--- config.mk ---
export PLATFORM = sky130hd
export DESIGN_NAME = programmable_clock_divider
export DESIGN_NICKNAME = d
export VERILOG_FILES = /design/src/rtl/programmable_clock_divider.sv
export SDC_FILE = /design/constraint.sdc
export NUM_CORES = 1
export LEC_CHECK = 0
export BUFFER_PORTS_ARGS = -buffer_cell sky130_fd_sc_hd__buf_4
export CAP_MARGIN = 25
export CORE_UTILIZATION = 47
export DETAILED_ROUTE_END_ITERATION = 10
export GPL_ROUTABILITY_DRIVEN = 0
export PLACE_DENSITY = 0.65
export SKIP_LAST_GASP = 1
export SLEW_MARGIN = 40
export SYNTH_ARGS = -nofsm -noshare
export SYNTH_HDL_FRONTEND = slang
export SYNTH_SLANG_ARGS = --single-unit
--- constraint.sdc ---
create_clock -name clockIn -period 5.7 [get_ports clockIn]
set_clock_uncertainty 0.05 [all_clocks]
set_input_delay 0.855 -clock clockIn [delete_from_list [all_inputs] [get_ports clockIn]]
set_output_delay 0.855 -clock clockIn [all_outputs]
set_load 0.01 [all_outputs]
--- src/rtl/programmable_clock_divider.sv ---
// Runtime-programmable clock divider: toggle clock, rising-edge tick, loadable divisor, halt.
// Define CLKDIV_STEP_EN to compile in single-step (one output period) while halted.
module programmable_clock_divider #(
   parameter int          WIDTH           = 28,
   parameter int unsigned DEFAULT_DIVISOR = 1
) (
   input  logic             clockIn,
   input  logic             reset,
   input  logic             halt,
   input  logic             divLoad,
   input  logic [WIDTH-1:0] divIn,
   input  logic             stepReq,
   output logic             clockOut,
   output logic             tickOut,
   output logic             stepBusy,
   output logic [WIDTH-1:0] divisor
);

`ifdef CLKDIV_STEP_EN
   typedef enum logic [1:0] {RUN, HALTED, STEP} state_t;
`else
   typedef enum logic [1:0] {RUN, HALTED} state_t;
`endif

   state_t           state_q, state_d;
   logic [WIDTH-1:0] counter_q, counter_d;
   logic [WIDTH-1:0] div_q, div_d;
   logic             clk_q, clk_d;
   logic             tick_q, tick_d;
   logic             active;
   logic             terminal;

`ifdef CLKDIV_STEP_EN
   logic busy_q, busy_d;
   // Set after the first toggle of a step; the second toggle ends it.
   logic half_q, half_d;
`else
   logic unused_step_req;
   assign unused_step_req = stepReq;
`endif

   always_ff @(posedge clockIn) begin
      if (reset) begin
         state_q   <= RUN;
         counter_q <= '0;
         div_q     <= WIDTH'(DEFAULT_DIVISOR);
         clk_q     <= 1'b0;
         tick_q    <= 1'b0;
`ifdef CLKDIV_STEP_EN
         busy_q    <= 1'b0;
         half_q    <= 1'b0;
`endif
      end else begin
         state_q   <= state_d;
         counter_q <= counter_d;
         div_q     <= div_d;
         clk_q     <= clk_d;
         tick_q    <= tick_d;
`ifdef CLKDIV_STEP_EN
         busy_q    <= busy_d;
         half_q    <= half_d;
`endif
      end
   end

   assign terminal = (counter_q >= (div_q - WIDTH'(1)));

   always_comb begin
      state_d   = state_q;
      counter_d = counter_q;
      div_d     = div_q;
      clk_d     = clk_q;
      tick_d    = 1'b0;
      active    = 1'b0;
`ifdef CLKDIV_STEP_EN
      busy_d    = busy_q;
      half_d    = half_q;
`endif

      case (state_q)
         RUN: begin
            if (halt) state_d = HALTED;
            else      active  = 1'b1;
         end
         HALTED: begin
            if (!halt) begin
               state_d = RUN;
`ifdef CLKDIV_STEP_EN
            end else if (stepReq) begin
               state_d = STEP;
               busy_d  = 1'b1;
               half_d  = 1'b0;
`endif
            end
         end
`ifdef CLKDIV_STEP_EN
         STEP: active = 1'b1;
`endif
         default: state_d = RUN;
      endcase

      // A load restarts the half-period and suppresses any toggle this cycle.
      if (divLoad) begin
         div_d     = (divIn == '0) ? WIDTH'(1) : divIn;
         counter_d = '0;
      end else if (active) begin
         if (terminal) begin
            counter_d = '0;
            clk_d     = ~clk_q;
            tick_d    = ~clk_q;
`ifdef CLKDIV_STEP_EN
            if (state_q == STEP) begin
               if (half_q) begin
                  busy_d  = 1'b0;
                  state_d = halt ? HALTED : RUN;
               end else begin
                  half_d = 1'b1;
               end
            end
`endif
         end else begin
            counter_d = counter_q + WIDTH'(1);
         end
      end
   end

   assign clockOut = clk_q;
   assign tickOut  = tick_q;
   assign divisor  = div_q;
`ifdef CLKDIV_STEP_EN
   assign stepBusy = busy_q;
`else
   assign stepBusy = 1'b0;
`endif

endmodule

==> results.cfg, run 1 <==
[clocking]
cts_tree = yes
path_clk_slew_ps = 70
clock_latency_ps = 340
cts_htree_levels = 3
numCtsBuffers = 9
hold_buffers = 0
cts.sinks = 59
clk_path_buf_depth = 2
postCtsSetupRepairBufs = 0
root_buffer = clkbuf_8
cts_resized = 0

[logic_synthesis]
synth-xor-area-share_pct = 11.0
synth.top_cell.area_share_pct = 33.1
synthTopCellsByCount = dfxtp_1 (59), nor2_1 (46), xnor2_1 (34)
synthesis.area_um2 = 3570
synth-compound-area-share_pct = 7.47
syn-num-nets = 471
ys_seq_elements = 59
yosysSeqAreaShare_pct = 33.1
synth_most_common_cell = dfxtp_1
synth.distinct_cells = 48
synth_edf_count = 0
synth_top_family_by_area = simple AND/OR/NAND/NOR gates
synthAdderAreaFrac_pct = 10.9
synthSimpleGateAreaFrac_pct = 26.9
synth.avg_cell_area_um2 = 8.77
yosys.area.top_type = dfxtp_1
syn_inst = 407
yosys-mux-area-fraction_pct = 7.57
async_reset_ff_share_pct = 0
ys.flop_type = dfxtp_1
synthTopCellsByArea = dfxtp_1 (33%), ha_1 (11%), xnor2_1 (8.3%)
yosys_warnings = 0

[worst_setup_path]
arrival_ps = 4800
path_class = reg2reg
crit_path_start_kind = flop
cp.required_ps = 5930
cp_max_fo = 19
worstSetupEndpointType = flop
reg2reg_depth = 16

[route]
vias_per_cell = 5.39
ant_nets = 0
wl_um = 8350
drtIter0Drc = 100
drc = 0
vias = 3063
wire_per_inst_um = 14.7
dr.pass1.iters = 5

[cells_and_area]
syn2layout_area_growth_pct = 19.2
drive_above_1_share_pct = 18.1
fillers = 737
nNetsFinal = 529
insertedDiodeCount = 0

[grt]
grtUsageTotal_pct = 23.1
grt_max_degree = 33
first_global_vias = 2845
grt_antenna_before_repair = 0
overflow = 0
grt_pass1_wl_um = 13900

[pwr]
p_per_area_nw_per_um2 = 219
ir_drop_mv = 0.125
total_leakage_power_uw = 0.00185

[die]
die_width_um = 89.1
row_count = 31
die_area_um2 = 7950
core_um2 = 7290
die_h_um = 89.1
start_util_pct = 48.9
ios = 64

[timing]
rsz0062_at_grt = false
post-route-period-util_pct = 80.3
holdWs_ps = 418
maxSlewHeadroom_pct = 53.7
hold_violations = 0
max_freq_mhz = 219
fin_crit_ps = 4580
max_slew.worst_pin.slew_ps = 694
tns_ps = 0
final-setup-viol-count = 0
maxSlewViolCount = 0

[place]
port_buffers = 61
hpwl_um = 6310

[status]
outcome = finished clean

[worst_hold_path]
hold_class = reg2reg
whs_path_depth = 1

[run]
cap_violations = 0
power by group:
part	internal, µW	total (µW)	switching [µW]
registers	428	450	22.3
clock network	165	328	163
logic	74.5	155	80.6
final timing paths:
check | start | slack [ps] | end
setup / recovery | divisor[0] | 1120 | counter_q[26]
hold / removal | clockOut | 420 | tickOut
setup reg to reg | divisor[0] | 1120 | counter_q[26]
hold reg to reg | clockOut | 420 | tickOut
placed cells by master, fill, tap and decap left out, types with 5 or more instances in the layout:
cell,instances
nor3_1,12
a21oi_1,13
xor2_1,11
and2_1,21
nand4_1,13
xnor2_1,34
ha_1,31
dfxtp_1,59
buf_4,62
clkbuf_8,10
mux2i_1,27
o21ai_0,5
nor4_1,12
or3_1,7
nand2_1,22
inv_1,11
nand3_1,19
nor2_1,46
stage by stage:
step	util, %	setup WS [ps]	std cells	area (µm²)	power [µW]
global route	58.4	755	568	4260	987
floorplan	-	1640	407	3570	553
detailed placement	56.2	1140	553	4100	614
finish	58.4	1120	568	4260	934
global placement	56.2	1170	553	4100	610
CTS	58.4	1090	568	4260	943
critical path: stages (launching register included):
cell and delay (ps):
dfxtp_1 350, inv_1 110, ha_1 180, nor3b_2 260, nand2_1 160, or3_1 440
or3_1 400, nor4_1 250, xnor2_1 170, ha_1 250, nand2_1 80, o21a_1 120
o221ai_1 170, a2111o_1 440, o22a_1 270, a21oi_2 580, and2_1 230
registers in the layout, indices dropped and copies added (netlist names):
register / flops
tickOut: 1
clockOut: 1
divisor: 28
state_q: 1
counter_q: 28
area by class of cell:
class	count	area [µm²]	area share (%)
clock inverters	3	15.0	0.353
repair buffers	62	465	10.9
flip-flops and latches	59	1180	27.8
multi-input cells	322	2280	53.7
well taps	99	124	2.91
clock buffers	12	145	3.41
inverters	11	41.3	0.970
cells by family after synthesis:
| logic type | count (synthesis) |
|---|---|
| muxes | 27 |
| buffers and inverters | 26 |
| xor gates and xnor gates | 45 |
| adders and majority gates | 31 |
| other | 1 |
| DFF | 59 |
| and+or+nand+nor | 179 |
| AOI/OAI and AO/OA | 39 |
layer usage:
| metal | up-vias | global-route usage (%) | wire, µm |
|---|---|---|---|
| met5 | - | 0 | 0 |
| met4 | 0 | 8.51 | 84 |
| met3 | 8 | 5.45 | 317 |
| met2 | 70 | 35.5 | 3780 |
| met1 | 1419 | 31.5 | 4170 |
| li1 | 1566 | - | - |
No activity file was read; power rests on OpenSTA's default activity.
==> run 2, diff against run 1 <==
--- a/config.mk
+++ b/config.mk
@@ -10,7 +10,7 @@
 export CORE_UTILIZATION = 47
 export DETAILED_ROUTE_END_ITERATION = 10
 export GPL_ROUTABILITY_DRIVEN = 0
-export PLACE_DENSITY = 0.65
+export PLACE_DENSITY = 0.68
 export SKIP_LAST_GASP = 1
 export SLEW_MARGIN = 40
 export SYNTH_ARGS = -nofsm -noshare
==> constraint.sdc (replaced) <==
create_clock -name clockIn -period 3.94 [get_ports clockIn]
set_clock_uncertainty 0.05 [all_clocks]
set_input_delay 0.591 -clock clockIn [delete_from_list [all_inputs] [get_ports clockIn]]
set_output_delay 0.591 -clock clockIn [all_outputs]
set_load 0.01 [all_outputs]
==> run 2 against run 1 <==
Effect of this change:
- setup slack worse by 1100 ps
- clock power increased by 43%
- cell count is 8.3% higher
- die area did not move
- cell area up 13%
- largest cell class unchanged
- largest power group unchanged
==> results.cfg, run 2 (synthesis results as in run 1) <==
[status]
outcome = finished clean

[clocking]
clk_path_buf_depth = 2
root_buffer = clkbuf_8
path_clk_slew_ps = 70
cts_htree_levels = 3
cts.sinks = 59
numCtsBuffers = 9
cts_tree = yes
clock_latency_ps = 340

[route]
drtIter0Drc = 138
ant_nets = 0
wl_met3_um = 379
m1WireLength_um = 4240
top_layer = met4
vias = 3323
dr.pass1.iters = 4
wire_per_inst_um = 14.7
vias_per_cell = 5.40
route.met2.wl_um = 4330
drc = 0
wl_um = 9070

[cells_and_area]
insertedDiodeCount = 0
stdcell_count = 615
drive_above_1_share_pct = 31.8
syn2layout_area_growth_pct = 35.3
nNetsFinal = 576
fillers = 602
final_cell_mix = buf_4 (103), dfxtp_1 (51), nor2_1 (46)
final_common_cell = buf_4
post-route-util_pct = 66.2
fin_area_um2 = 4830

[pwr]
p_sw_uw = 404
switching_share_pct = 28.6
total_leakage_power_uw = 0.00213
power.share.combinational_pct = 21.3
clkPwrFrac_pct = 33.1
p_seq_share_pct = 45.6
ir_drop_mv = 0.240
p_per_area_nw_per_um2 = 293
internal_power_uw = 1010

[grt]
grtUsageTotal_pct = 23.5
first_global_vias = 3094
grt_max_degree = 33
overflow = 0
grt_antenna_before_repair = 0
grt_pass1_wl_um = 14400

[worst_setup_path]
cp_top_family = simple AND/OR/NAND/NOR gates
worstReg2RegEnd = counter_q[26]
path_class = reg2reg
crit_path_start_kind = flop
path_cells = or3_4 -> or3_4 -> or4_4 -> buf_6 -> xor2_1 -> ha_1 -> a21oi_2 -> o21a_1 -> o221ai_2 -> a2111o_1 -> o22a_1 -> buf_6 -> a21oi_4 -> buf_2 -> and2_1
cp_max_fo = 5
cpPeakStageDelay_ps = 550
worst_path_max_delay_cell = or4_4
arrival_ps = 4160
cp_num_buf_inv = 3
r2r_setup_slack_ps = 4
r2r_start = divisor[13]
reg2reg_depth = 15
worstSetupEndpointType = flop
cp.required_ps = 4170

[die]
start_util_pct = 48.9
core_um2 = 7290
die_width_um = 89.1
ios = 64
die_area_um2 = 7950
row_count = 31
die_h_um = 89.1

[worst_hold_path]
worstHoldStart = clockOut
hold_end = tickOut
hold_class = reg2reg
whs_path_depth = 1

[timing]
maxSlewHeadroom_pct = 63.2
hold_violations = 0
tns_ps = 0
post-route-period-util_pct = 99.9
max_freq_mhz = 254
holdWs_ps = 427
final-setup-viol-count = 0
max_slew.worst_pin.slew_ps = 548
maxSlewViolCount = 0
rsz0062_at_grt = true
fin_crit_ps = 3940

[place]
port_buffers = 61
dp_cells = 591
hpwl_um = 6670
post_dp_cell_area_um2 = 4410

[run]
cap_violations = 0
-- run 2: metrics by stage --
stage / worst slack [ps] / power, µW
final: 4.47 / 1410
after global placement: -33.8 / 918
after floorplan: 11.2 / 804
after CTS: -8.35 / 1400
after global routing: -164 / 1480
after detailed placement: -133 / 926
-- run 2: timing repair --
item | in CTS | in global routing
endpoints found under the setup margin | 3 | 28
hold buffers | 0 | 0
endpoints found under the hold margin | 0 | 0
resized for setup | 10 | 34
setup buffers | 2 | 6
gates cloned | 0 | 1
pin swaps | 5 | 16
-- run 2: how the worst max path moves through the flow --
stage	startpoint	end	slack (ps)	cells past startpoint
after floorplan	divisor[1]	counter_q[3]	10	15
final	divisor[13]	counter_q[26]	4	15
after global routing	divisor[10]	counter_q[5]	-160	16
after detailed placement	divisor[10]	counter_q[3]	-130	14
after CTS	divisor[13]	counter_q[10]	-8	13
after global placement	divisor[0]	counter_q[3]	-30	16
-- run 2: metal layers --
layer	GRT usage (%)	up-vias
li1	-	1667
met1	32.4	1559
met2	37.4	86
met3	4.25	11
met4	7.50	0
met5	0	-
-- run 2: area by class of cell --
cell class	instances	area (µm²)	share of cell area, %
inverter	11	43.8	0.907
multi-input combinational	322	2470	51.2
sequential	59	1190	24.7
timing repair buffer	109	835	17.3
clock buffer	12	145	3.01
tap	99	124	2.57
clock inverter	3	15.0	0.311
-- run 2: power by group through the flow --
stage / logic, µW / registers [µW] / clock network [µW]
after global placement: 264 / 653 / 0
after global routing: 332 / 649 / 500
after detailed placement: 271 / 655 / 0
final: 301 / 645 / 468
after floorplan: 138 / 666 / 0
after CTS: 277 / 644 / 474
==> run 3, diff against run 2 <==
--- a/config.mk
+++ b/config.mk
@@ -9,8 +9,8 @@
 export CAP_MARGIN = 25
 export CORE_UTILIZATION = 47
 export DETAILED_ROUTE_END_ITERATION = 10
-export GPL_ROUTABILITY_DRIVEN = 0
 export PLACE_DENSITY = 0.68
+export REMOVE_ABC_BUFFERS = 1
 export SKIP_LAST_GASP = 1
 export SLEW_MARGIN = 40
 export SYNTH_ARGS = -nofsm -noshare
==> run 3 against run 2 <==
Effect of this change:
- utilization shrank 1.3 points
- via count shrank 0.93%
- sequential share of layout area grew 0.35 points
- global-route usage grew 0.65 points
- maximum frequency grew 0.27%
- critical path depth grew 3
- flip-flop and latch count is the same
- worst hold slack gained 18 ps
- cell area shrank 2.0%
- sequential power is essentially flat
- cell count is the same
==> results.cfg, run 3 (synthesis results as in run 1) <==
[status]
outcome = finished clean

[cells_and_area]
fin_area_um2 = 4730
syn2layout_area_growth_pct = 32.6
drive_above_1_share_pct = 28.3
final_common_cell = buf_4
final_cell_mix = buf_4 (104), dfxtp_1 (55), nor2_1 (46)
nNetsFinal = 576
fillers = 644
insertedDiodeCount = 0

[clocking]
numCtsBuffers = 9
cts_tree = yes
clk_path_buf_depth = 2
root_buffer = clkbuf_8
cts.sinks = 59
hold_buffers = 0
cts_htree_levels = 3
clock_latency_ps = 340
path_clk_slew_ps = 60

[timing]
post-route-period-util_pct = 99.6
fin_crit_ps = 3920
max_slew.worst_pin.slew_ps = 534
final-setup-viol-count = 0
hold_violations = 0
post-route-worst-setup-slack_ps = 15.2
maxSlewHeadroom_pct = 64.1
max_freq_mhz = 255
maxSlewViolCount = 0
holdWs_ps = 445
rsz0062_at_grt = true

[worst_setup_path]
crit_path_start_kind = flop
path_class = reg2reg
cp.required_ps = 4170
cp_max_fo = 7
worstSetupEndpointType = flop
arrival_ps = 4150

[die]
die_width_um = 89.1
core_um2 = 7290
ios = 64
row_count = 31
start_util_pct = 48.9
die_area_um2 = 7950
die_h_um = 89.1

[route]
drtIter0Drc = 123
drc = 0
dr.pass1.iters = 4
vias = 3292
vias_per_cell = 5.35
wire_per_inst_um = 14.7
wl_um = 9010
ant_nets = 0

[grt]
grt_max_degree = 33
grt_antenna_before_repair = 0
overflow = 0
first_global_vias = 3189
grt_pass1_wl_um = 14600
grtUsageTotal_pct = 24.2

[place]
post_dp_cell_area_um2 = 4410
gp_congestion = 0.786
port_buffers = 61
hpwl_um = 6710
dp_slack_ps = -199

[run]
cap_violations = 0

[pwr]
total_leakage_power_uw = 0.00210
ir_drop_mv = 0.187
p_per_area_nw_per_um2 = 304

[worst_hold_path]
hold_class = in2reg
run 3: cell count changes in the layout (fill, tap and decap cells not counted), sizes merged:
cell and delta:
clkbuf +1, clkinv -1
run 3: area by class of cell:
cell class                 instances  area (µm²)  share of cell area (%)
timing repair buffer             109         837                    17.7
clock buffer                      13         169                    3.57
clock inverter                     2        10.0                   0.212
tap                               99         124                    2.62
multi-input combinational        322        2360                    50.0
inverter                          11        41.3                   0.873
sequential                        59        1190                    25.1
run 3: metrics by stage:
stage / power (µW) / cells / util [%] / TNS [ps]
2_1_floorplan: 787 / 392 / - / -1120
3_3_place_gp: 916 / 595 / 60.5 / -1400
3_5_place_dp: 924 / 595 / 60.5 / -2870
4_1_cts: 1440 / 613 / 64.1 / -1100
5_1_grt: 1500 / 615 / 64.9 / -4210
6_report: 1440 / 615 / 64.9 / 0
run 3: worst max-delay path, stage by stage, from the launching register on:
cell      delay, ps
dfxtp_2         350
inv_1            80
ha_1            160
nor3b_2         190
nand2_1         120
or3_1           390
or3_4           390
nor3_2          190
xnor2_1         110
ha_1            210
a21o_1          190
a21oi_2         140
o221ai_2        120
a2111o_1        320
o22a_2          260
buf_6           130
a21oi_4         200
buf_6           150
nor2b_1         110
run 3: path summary, 6_finish.rpt:
path / startpoint / to / slack [ps] / depth (start not counted)
worst max-delay path: divisor[0] / counter_q[5] / 20 / 18
worst min-delay path: divIn[26] / divisor[26] / 440 / 3
worst max register to register: divisor[0] / counter_q[5] / 20 / 18
worst min register to register: counter_q[0] / counter_q[0] / 460 / 2
run 3: power by group:
group	switching [µW]	leakage, µW	total (µW)	internal [µW]
logic	143	0.00152	287	144
clock network	234	0.0000953	508	274
registers	22.0	0.000482	642	620
total	399	0.00210	1440	1040
run 3: per-layer routing:
metal  routed length (µm)  vias to the layer above  share of wire [%]  GRT usage, %
met4                  130                        0                1.4          9.81
met3                  287                       10                3.2          4.16
met5                    0                        -                  0             0
met2                 4380                       60                 49          39.9
li1                     -                     1660                  -             -
met1                 4210                     1562                 47          31.4
run 3: what timing repair did:
| item | 4_1_cts | 5_1_grt |
|---|---|---|
| gates resized for setup | 15 | 9 |
| buffers inserted | 2 | 2 |
| cloned | 1 | 0 |
| pin swaps | 18 | 14 |
| endpoints found under the setup margin | 25 | 30 |
